### src/rtl/wash_display_scan_if.sv
// Panel bus for the washing-machine display: phase code and BCD digits in,
// multiplexed common-anode digit enables and active-low segments out.
interface wash_display_scan_if;
    logic [2:0] state_display;
    logic [3:0] seg3;
    logic [3:0] seg2;
    logic [3:0] seg1;
    logic [3:0] seg0;
    logic [3:0] an_n;
    logic [6:0] seg_n;
    logic       dp_n;

    // Upstream timer/controller side: drives digits and phase, observes the panel lines.
    modport master (
        output state_display, seg3, seg2, seg1, seg0,
        input  an_n, seg_n, dp_n
    );

    // Display driver side.
    modport slave (
        input  state_display, seg3, seg2, seg1, seg0,
        output an_n, seg_n, dp_n
    );
endinterface

### src/rtl/wash_display_scan.sv
// Time-multiplexed 4-digit seven-segment driver with per-frame snapshot,
// minutes leading-zero blanking, idle dashes and alarm-phase whole-display blink.
module wash_display_scan #(
    parameter int unsigned SCAN_DIV  = 50000,
    parameter int unsigned BLINK_DIV = 250
) (
    input  logic                clk,
    input  logic                reset,
    wash_display_scan_if.slave  bus
);

    localparam int unsigned CNT_W   = (SCAN_DIV > 1) ? $clog2(SCAN_DIV) : 1;
    localparam int unsigned FRAME_W = (BLINK_DIV > 1) ? $clog2(BLINK_DIV) : 1;
    localparam int unsigned DIG_W   = 4;
    localparam int unsigned SNAP_W  = 4 * DIG_W;

    localparam logic [2:0] ST_IDLE  = 3'b001;
    localparam logic [2:0] ST_ALARM = 3'b000;

    localparam logic [6:0] SEG_DASH = 7'b0111111;
    localparam logic [6:0] SEG_OFF  = 7'b1111111;

    // Standard active-low {g,f,e,d,c,b,a} patterns; non-decimal codes show a dash.
    function automatic logic [6:0] decode_bcd(input logic [DIG_W-1:0] d);
        logic [6:0] p;
        case (d)
            4'd0:    p = 7'b1000000;
            4'd1:    p = 7'b1111001;
            4'd2:    p = 7'b0100100;
            4'd3:    p = 7'b0110000;
            4'd4:    p = 7'b0011001;
            4'd5:    p = 7'b0010010;
            4'd6:    p = 7'b0000010;
            4'd7:    p = 7'b1111000;
            4'd8:    p = 7'b0000000;
            4'd9:    p = 7'b0010000;
            default: p = SEG_DASH;
        endcase
        return p;
    endfunction

    function automatic logic [DIG_W-1:0] pick_digit(input logic [SNAP_W-1:0] snap,
                                                    input logic [1:0]        pos);
        logic [DIG_W-1:0] d;
        case (pos)
            2'd0:    d = snap[3:0];
            2'd1:    d = snap[7:4];
            2'd2:    d = snap[11:8];
            default: d = snap[15:12];
        endcase
        return d;
    endfunction

    logic [CNT_W-1:0]   scan_cnt,    scan_cnt_d;
    logic [1:0]         idx,         idx_d;
    logic [SNAP_W-1:0]  snap_digits, snap_digits_d;
    logic [2:0]         snap_state,  snap_state_d;
    logic [FRAME_W-1:0] frame_cnt,   frame_cnt_d;
    logic               blink_on,    blink_on_d;
    logic               frame_lit,   frame_lit_d;
    logic [3:0]         an_q,        an_d;
    logic [6:0]         seg_q,       seg_d;
    logic               dp_q,        dp_d;

    logic               tick;
    logic [SNAP_W-1:0]  eff_digits;
    logic [2:0]         eff_state;
    logic               eff_lit;
    logic [DIG_W-1:0]   cur_digit;

    // Next-state: scan counter, digit index, frame snapshot, blink and decoded outputs.
    always_comb begin
        scan_cnt_d    = scan_cnt;
        idx_d         = idx;
        snap_digits_d = snap_digits;
        snap_state_d  = snap_state;
        frame_cnt_d   = frame_cnt;
        blink_on_d    = blink_on;
        frame_lit_d   = frame_lit;
        an_d          = an_q;
        seg_d         = seg_q;
        dp_d          = dp_q;
        eff_digits    = snap_digits;
        eff_state     = snap_state;
        eff_lit       = frame_lit;
        cur_digit     = '0;

        tick = (scan_cnt == CNT_W'(SCAN_DIV - 1));

        if (tick) begin
            scan_cnt_d = '0;
            idx_d      = idx + 2'd1;

            // Frame start: the new snapshot and lit decision govern all four digits.
            if (idx == 2'd3) begin
                eff_digits    = {bus.seg3, bus.seg2, bus.seg1, bus.seg0};
                eff_state     = bus.state_display;
                snap_digits_d = eff_digits;
                snap_state_d  = eff_state;
                if (eff_state == ST_ALARM) begin
                    // Lit state follows blink_on as it stood before this frame's update,
                    // so the first BLINK_DIV alarm frames are visible.
                    eff_lit = blink_on;
                    if (frame_cnt == FRAME_W'(BLINK_DIV - 1)) begin
                        frame_cnt_d = '0;
                        blink_on_d  = ~blink_on;
                    end else begin
                        frame_cnt_d = frame_cnt + FRAME_W'(1);
                    end
                end else begin
                    eff_lit     = 1'b1;
                    frame_cnt_d = '0;
                    blink_on_d  = 1'b1;
                end
                frame_lit_d = eff_lit;
            end

            cur_digit = pick_digit(eff_digits, idx_d);

            if (eff_state == ST_IDLE) begin
                seg_d = SEG_DASH;
                dp_d  = 1'b1;
            end else if ((idx_d == 2'd3) && (eff_digits[15:12] == 4'd0)) begin
                seg_d = SEG_OFF;
                dp_d  = 1'b1;
            end else begin
                seg_d = decode_bcd(cur_digit);
                dp_d  = ~idx_d[0];
            end

            an_d = eff_lit ? ~(4'b0001 << idx_d) : 4'b1111;
        end else begin
            scan_cnt_d = scan_cnt + CNT_W'(1);
        end
    end

    // State and output registers.
    always_ff @(posedge clk or negedge reset) begin
        if (!reset) begin
            scan_cnt    <= '0;
            idx         <= 2'd3;
            snap_digits <= '0;
            snap_state  <= ST_IDLE;
            frame_cnt   <= '0;
            blink_on    <= 1'b1;
            frame_lit   <= 1'b1;
            an_q        <= 4'b1111;
            seg_q       <= SEG_OFF;
            dp_q        <= 1'b1;
        end else begin
            scan_cnt    <= scan_cnt_d;
            idx         <= idx_d;
            snap_digits <= snap_digits_d;
            snap_state  <= snap_state_d;
            frame_cnt   <= frame_cnt_d;
            blink_on    <= blink_on_d;
            frame_lit   <= frame_lit_d;
            an_q        <= an_d;
            seg_q       <= seg_d;
            dp_q        <= dp_d;
        end
    end

    assign bus.an_n  = an_q;
    assign bus.seg_n = seg_q;
    assign bus.dp_n  = dp_q;

endmodule
### src/flat_wrapper.sv
// flat-port wrapper written by rule: the top's interface ports become plain ports
module wash_display_scan_flat 
#(
    parameter int unsigned SCAN_DIV  = 50000,
    parameter int unsigned BLINK_DIV = 250
)
  (clk, reset, bus_state_display, bus_seg3, bus_seg2, bus_seg1, bus_seg0, bus_an_n, bus_seg_n, bus_dp_n);
  wash_display_scan_if bus_i ();
  input  logic clk;
  input  logic reset;
  input wire logic [$bits(bus_i.state_display)-1:0] bus_state_display;
  input wire logic [$bits(bus_i.seg3)-1:0] bus_seg3;
  input wire logic [$bits(bus_i.seg2)-1:0] bus_seg2;
  input wire logic [$bits(bus_i.seg1)-1:0] bus_seg1;
  input wire logic [$bits(bus_i.seg0)-1:0] bus_seg0;
  output wire logic [$bits(bus_i.an_n)-1:0] bus_an_n;
  output wire logic [$bits(bus_i.seg_n)-1:0] bus_seg_n;
  output wire logic [$bits(bus_i.dp_n)-1:0] bus_dp_n;
  assign bus_i.state_display = bus_state_display;
  assign bus_i.seg3 = bus_seg3;
  assign bus_i.seg2 = bus_seg2;
  assign bus_i.seg1 = bus_seg1;
  assign bus_i.seg0 = bus_seg0;
  assign bus_an_n = bus_i.an_n;
  assign bus_seg_n = bus_i.seg_n;
  assign bus_dp_n = bus_i.dp_n;
  wash_display_scan #(.SCAN_DIV(SCAN_DIV), .BLINK_DIV(BLINK_DIV)) u_core (.clk(clk), .reset(reset), .bus(bus_i));
endmodule
### config.mk
export PLATFORM = sky130hd
export DESIGN_NAME = wash_display_scan_flat
export DESIGN_NICKNAME = d
export VERILOG_FILES = /design/src/rtl/wash_display_scan_if.sv /design/src/rtl/wash_display_scan.sv /design/src/flat_wrapper.sv
export SDC_FILE = /design/constraint.sdc
export NUM_CORES = 1
export LEC_CHECK = 0
export ABC_AREA = 1
export CAP_MARGIN = 0
export CORE_MARGIN = 3
export CORE_UTILIZATION = 45
export CTS_CLUSTER_DIAMETER = 50
export CTS_CLUSTER_SIZE = 10
export DETAILED_ROUTE_END_ITERATION = 8
export GPL_TIMING_DRIVEN = 0
export PLACE_DENSITY = 0.62
export SYNTH_ARGS = -nofsm -noshare
export SYNTH_HDL_FRONTEND = slang
export SYNTH_SLANG_ARGS = --single-unit
export TNS_END_PERCENT = 50
### constraint.sdc
create_clock -name clk -period 4.2 [get_ports clk]
set_input_delay 1.26 -clock clk [delete_from_list [all_inputs] [get_ports clk]]
set_output_delay 1.26 -clock clk [all_outputs]
set_load 0.02 [all_outputs]
==> flow_metrics.py <==
metrics = {
    "timing": {
        "period_minus_slack_ns": 2.73,
        "tns_ns": 0,
        "fmax_mhz": 366,
        "skew_ns": 0.00909,
        "drv_slew": 0,
        "worstMarginPinSlew_ns": 0.529,
        "rsz0062_at_grt": "no",
        "setup_viol": 0,
        "fin_crit_sh_pct": 65.0,
        "timing.hold.ws_ns": 0.466,
        "maxSlewHeadroom_pct": 64.5,
        "hold_viol_final": 0,
    },
    "critical_path": {
        "critical-path-slowest-cell": "clkdlybuf4s50_1",
        "worstPathMaxFanout": 2,
        "crit_start": "u_core.bus.an_n[3]",
        "path_buf_inv": 1,
        "r2r-start": "u_core.idx[0]",
        "r2r_cells": 14,
        "worstPathCellList": "clkdlybuf4s50_1",
        "cpPeakStageDelay_ns": 0.61,
        "r2r_slack_ns": 1.98,
        "critPathTopFamily": "buffers and inverters",
        "endpoint_kind": "primary output",
        "critPathArrivalTime_ns": 1.47,
        "timing.rr.end": "u_core.bus.seg_n[5]",
        "path_depth": 1,
        "worstSetupEndpoint": "bus_an_n[3]",
        "worstPathRequired_ns": 2.94,
        "crit_type": "reg -> out",
        "cp-start-kind": "flip-flop",
    },
    "global_routing": {
        "grt-ovfl-total": 0,
        "antenna_found_initial": 0,
        "groute.usage.overall_pct": 18.3,
        "grt_max_degree": 34,
        "grt_first_pass_wirelength_um": 12700,
        "first_global_vias": 2771,
    },
    "die": {
        "initial_core_util_pct": 47.8,
        "core_area_um2": 6980,
        "die_w_um": 92.1,
        "dieArea_um2": 8480,
        "io-pin-count": 33,
        "die_h_um": 92.1,
        "rows": 30,
    },
    "logic_synthesis": {
        "syn-cell-area_um2": 3340,
        "synth_cell_types": 34,
        "synth_compound_area_share_pct": 8.02,
        "synthesis.nets": 462,
        "synthMuxAreaShare_pct": 0,
        "yosys-top-cells-count": "nand2_1 (102), inv_1 (54), dfrtp_1 (38)",
        "synth.avg_cell_area_um2": 7.81,
        "netlist_instances": 427,
        "synth_adder_area_share_pct": 5.25,
        "synthSimpleGateAreaFrac_pct": 33.4,
        "ys_dominant_reg_cell": "dfrtp_1",
        "synthTopCellsByArea": "dfrtp_1 (28%), dfstp_2 (13%), nand2_1 (11%)",
        "synth_top_family_by_area": "simple AND/OR/NAND/NOR gates",
        "synth_edf_count": 0,
        "synthArstFlopShare_pct": 100,
        "ys_seq_area_share_pct": 41.9,
        "synth.most_common_cell": "nand2_1",
        "synth.top_cell.area_share_pct": 28.5,
        "yosys.area.top_type": "dfrtp_1",
        "ys_ff_latch": 55,
        "synth-xor-area-share_pct": 1.57,
        "yosys_warnings": 0,
    },
    "clocking": {
        "hold_buffers": 0,
        "clk_pin_slew_ns": 0.10,
        "cts-resized-gates": 0,
        "worstSkewPairLatency_ns": 0.31,
        "cts_max_level": 2,
        "cts_buffers": 5,
        "cts_tree": "built",
        "cts_sinks": 55,
        "post_cts_buffers": 0,
        "clk_path_buf_depth": 2,
        "cts-root-buf": "clkbuf_8",
    },
    "final_layout": {
        "fillerInstances": 696,
        "finalNonFillerCells": 564,
        "final_nets": 502,
        "drive_gt1_share_pct": 18.6,
        "diodes": 0,
        "areaGrowthSynthToFinish_pct": 17.2,
    },
    "flow_run": {
        "drv_cap": 0,
    },
    "detailed_routing": {
        "routed_wl_um": 7080,
        "vias": 2774,
        "antenna_left": 0,
        "drtPass1Iterations": 4,
        "drc": 0,
        "vias_per_cell": 4.92,
        "post_drt_wl_per_cell_um": 12.6,
        "drt_iter0_markers": 122,
    },
    "place": {
        "port-buffer-count": 32,
        "place.gp.congestion": 0.902,
        "post-dp-hpwl_um": 5470,
        "place_inst": 556,
    },
    "power": {
        "comb_power_share_pct": 3.8,
        "p_clk_share_pct": 39.6,
        "intPower_w": 0.000742,
        "p_sw_share_pct": 20.7,
        "p_total_w": 0.000936,
        "p_switching_w": 0.000194,
        "vdd_drop_max_v": 0.000111,
        "power_leakage_nw": 1.84,
        "p_per_area_nw_per_um2": 239,
        "sequentialPowerShare_pct": 56.6,
    },
    "worst_hold_path": {
        "hold_path.class": "reg -> reg",
    },
    "status": {
        "status": "finished, final reports clean",
    },
}
[routing by layer]
metal  track usage (%)  vias to the layer above  share of wire (%)
li1                  -                     1432                  -
met1              23.0                     1298                 46
met2              31.9                       34                 49
met3              3.53                       10                2.6
met4              5.45                        0                2.0
met5                 0                        -                  0
[cell type report]
cell class,instances,area (µm²),share of cell area [%]
Multi-Input combinational cell,298,1610,41.2
Sequential cell,55,1400,35.7
Timing Repair Buffer,33,335,8.58
Inverter,64,248,6.34
Tap cell,96,120,3.07
Clock buffer,6,82.6,2.11
Buffer,10,81.3,2.08
Clock inverter,2,35.0,0.896
[flip-flops by register name (all words and copies together), names as in the netlist, 2 cells and up]
signal / cells
u_core.bus.an_n: 4
u_core.idx: 2
u_core.scan_cnt: 16
u_core.frame_cnt: 8
u_core.snap_digits: 12
u_core.bus.seg_n: 7
u_core.snap_state: 3
[worst min path at each step]
stage               cells past startpoint  slack (ns)            endpoint                from
floorplan                               1        0.43  u_core.scan_cnt[0]  u_core.scan_cnt[0]
global placement                        1        0.45  u_core.scan_cnt[0]  u_core.scan_cnt[0]
detailed placement                      2        0.46  u_core.bus.an_n[1]  u_core.bus.an_n[1]
CTS                                     1        0.48  u_core.scan_cnt[0]  u_core.scan_cnt[0]
global route                            2        0.49  u_core.bus.an_n[1]  u_core.bus.an_n[1]
finish                                  1        0.47  u_core.scan_cnt[0]  u_core.scan_cnt[0]
[cells in the final DEF (no fill, tap or decap), types with 6 or more instances in the layout]
cell type,Yosys,layout
clkbuf_8,0,6
o21ai_2,6,6
nor2_2,6,6
o21ai_0,23,23
xor2_1,6,6
nand3_2,6,6
nand2_2,8,8
clkdlybuf4s50_1,0,31
nand4_1,11,11
nand3_1,30,30
inv_2,9,9
a21oi_1,8,8
dfstp_2,17,17
nand2_1,102,102
o21ai_1,9,9
nor3_1,7,7
dfrtp_1,38,38
nor2_1,37,37
ha_1,14,14
inv_1,54,54
[power groups by stage]
| stage | sequential, W | combinational, W | clock, W |
|---|---|---|---|
| finish | 0.000530 | 0.0000354 | 0.000371 |
| global route | 0.000530 | 0.0000395 | 0.000396 |
| CTS | 0.000530 | 0.0000370 | 0.000380 |
| detailed placement | 0.000540 | 0.0000370 | 0 |
| global placement | 0.000540 | 0.0000351 | 0 |
| floorplan | 0.000540 | 0.00000289 | 0 |
[stage by stage]
step | cell area, µm² | worst slack, ns | utilization (%)
3_5_place_dp | 3790 | 1.27 | 54.3
5_1_grt | 3910 | 1.42 | 56.0
6_report | 3910 | 1.47 | 56.0
4_1_cts | 3910 | 1.46 | 56.0
3_3_place_gp | 3780 | 0.0733 | 54.1
2_1_floorplan | 3340 | 1.93 | -
[kinds of logic after synthesis]
kind of cell / after synthesis
buffers and inverters: 74
adders and majority gates: 14
DFF: 55
AOI/OAI and AO/OA: 48
xor gates and xnor gates: 6
and+or+nand+nor: 230
Note: power is estimated with default switching activity, not from simulation.
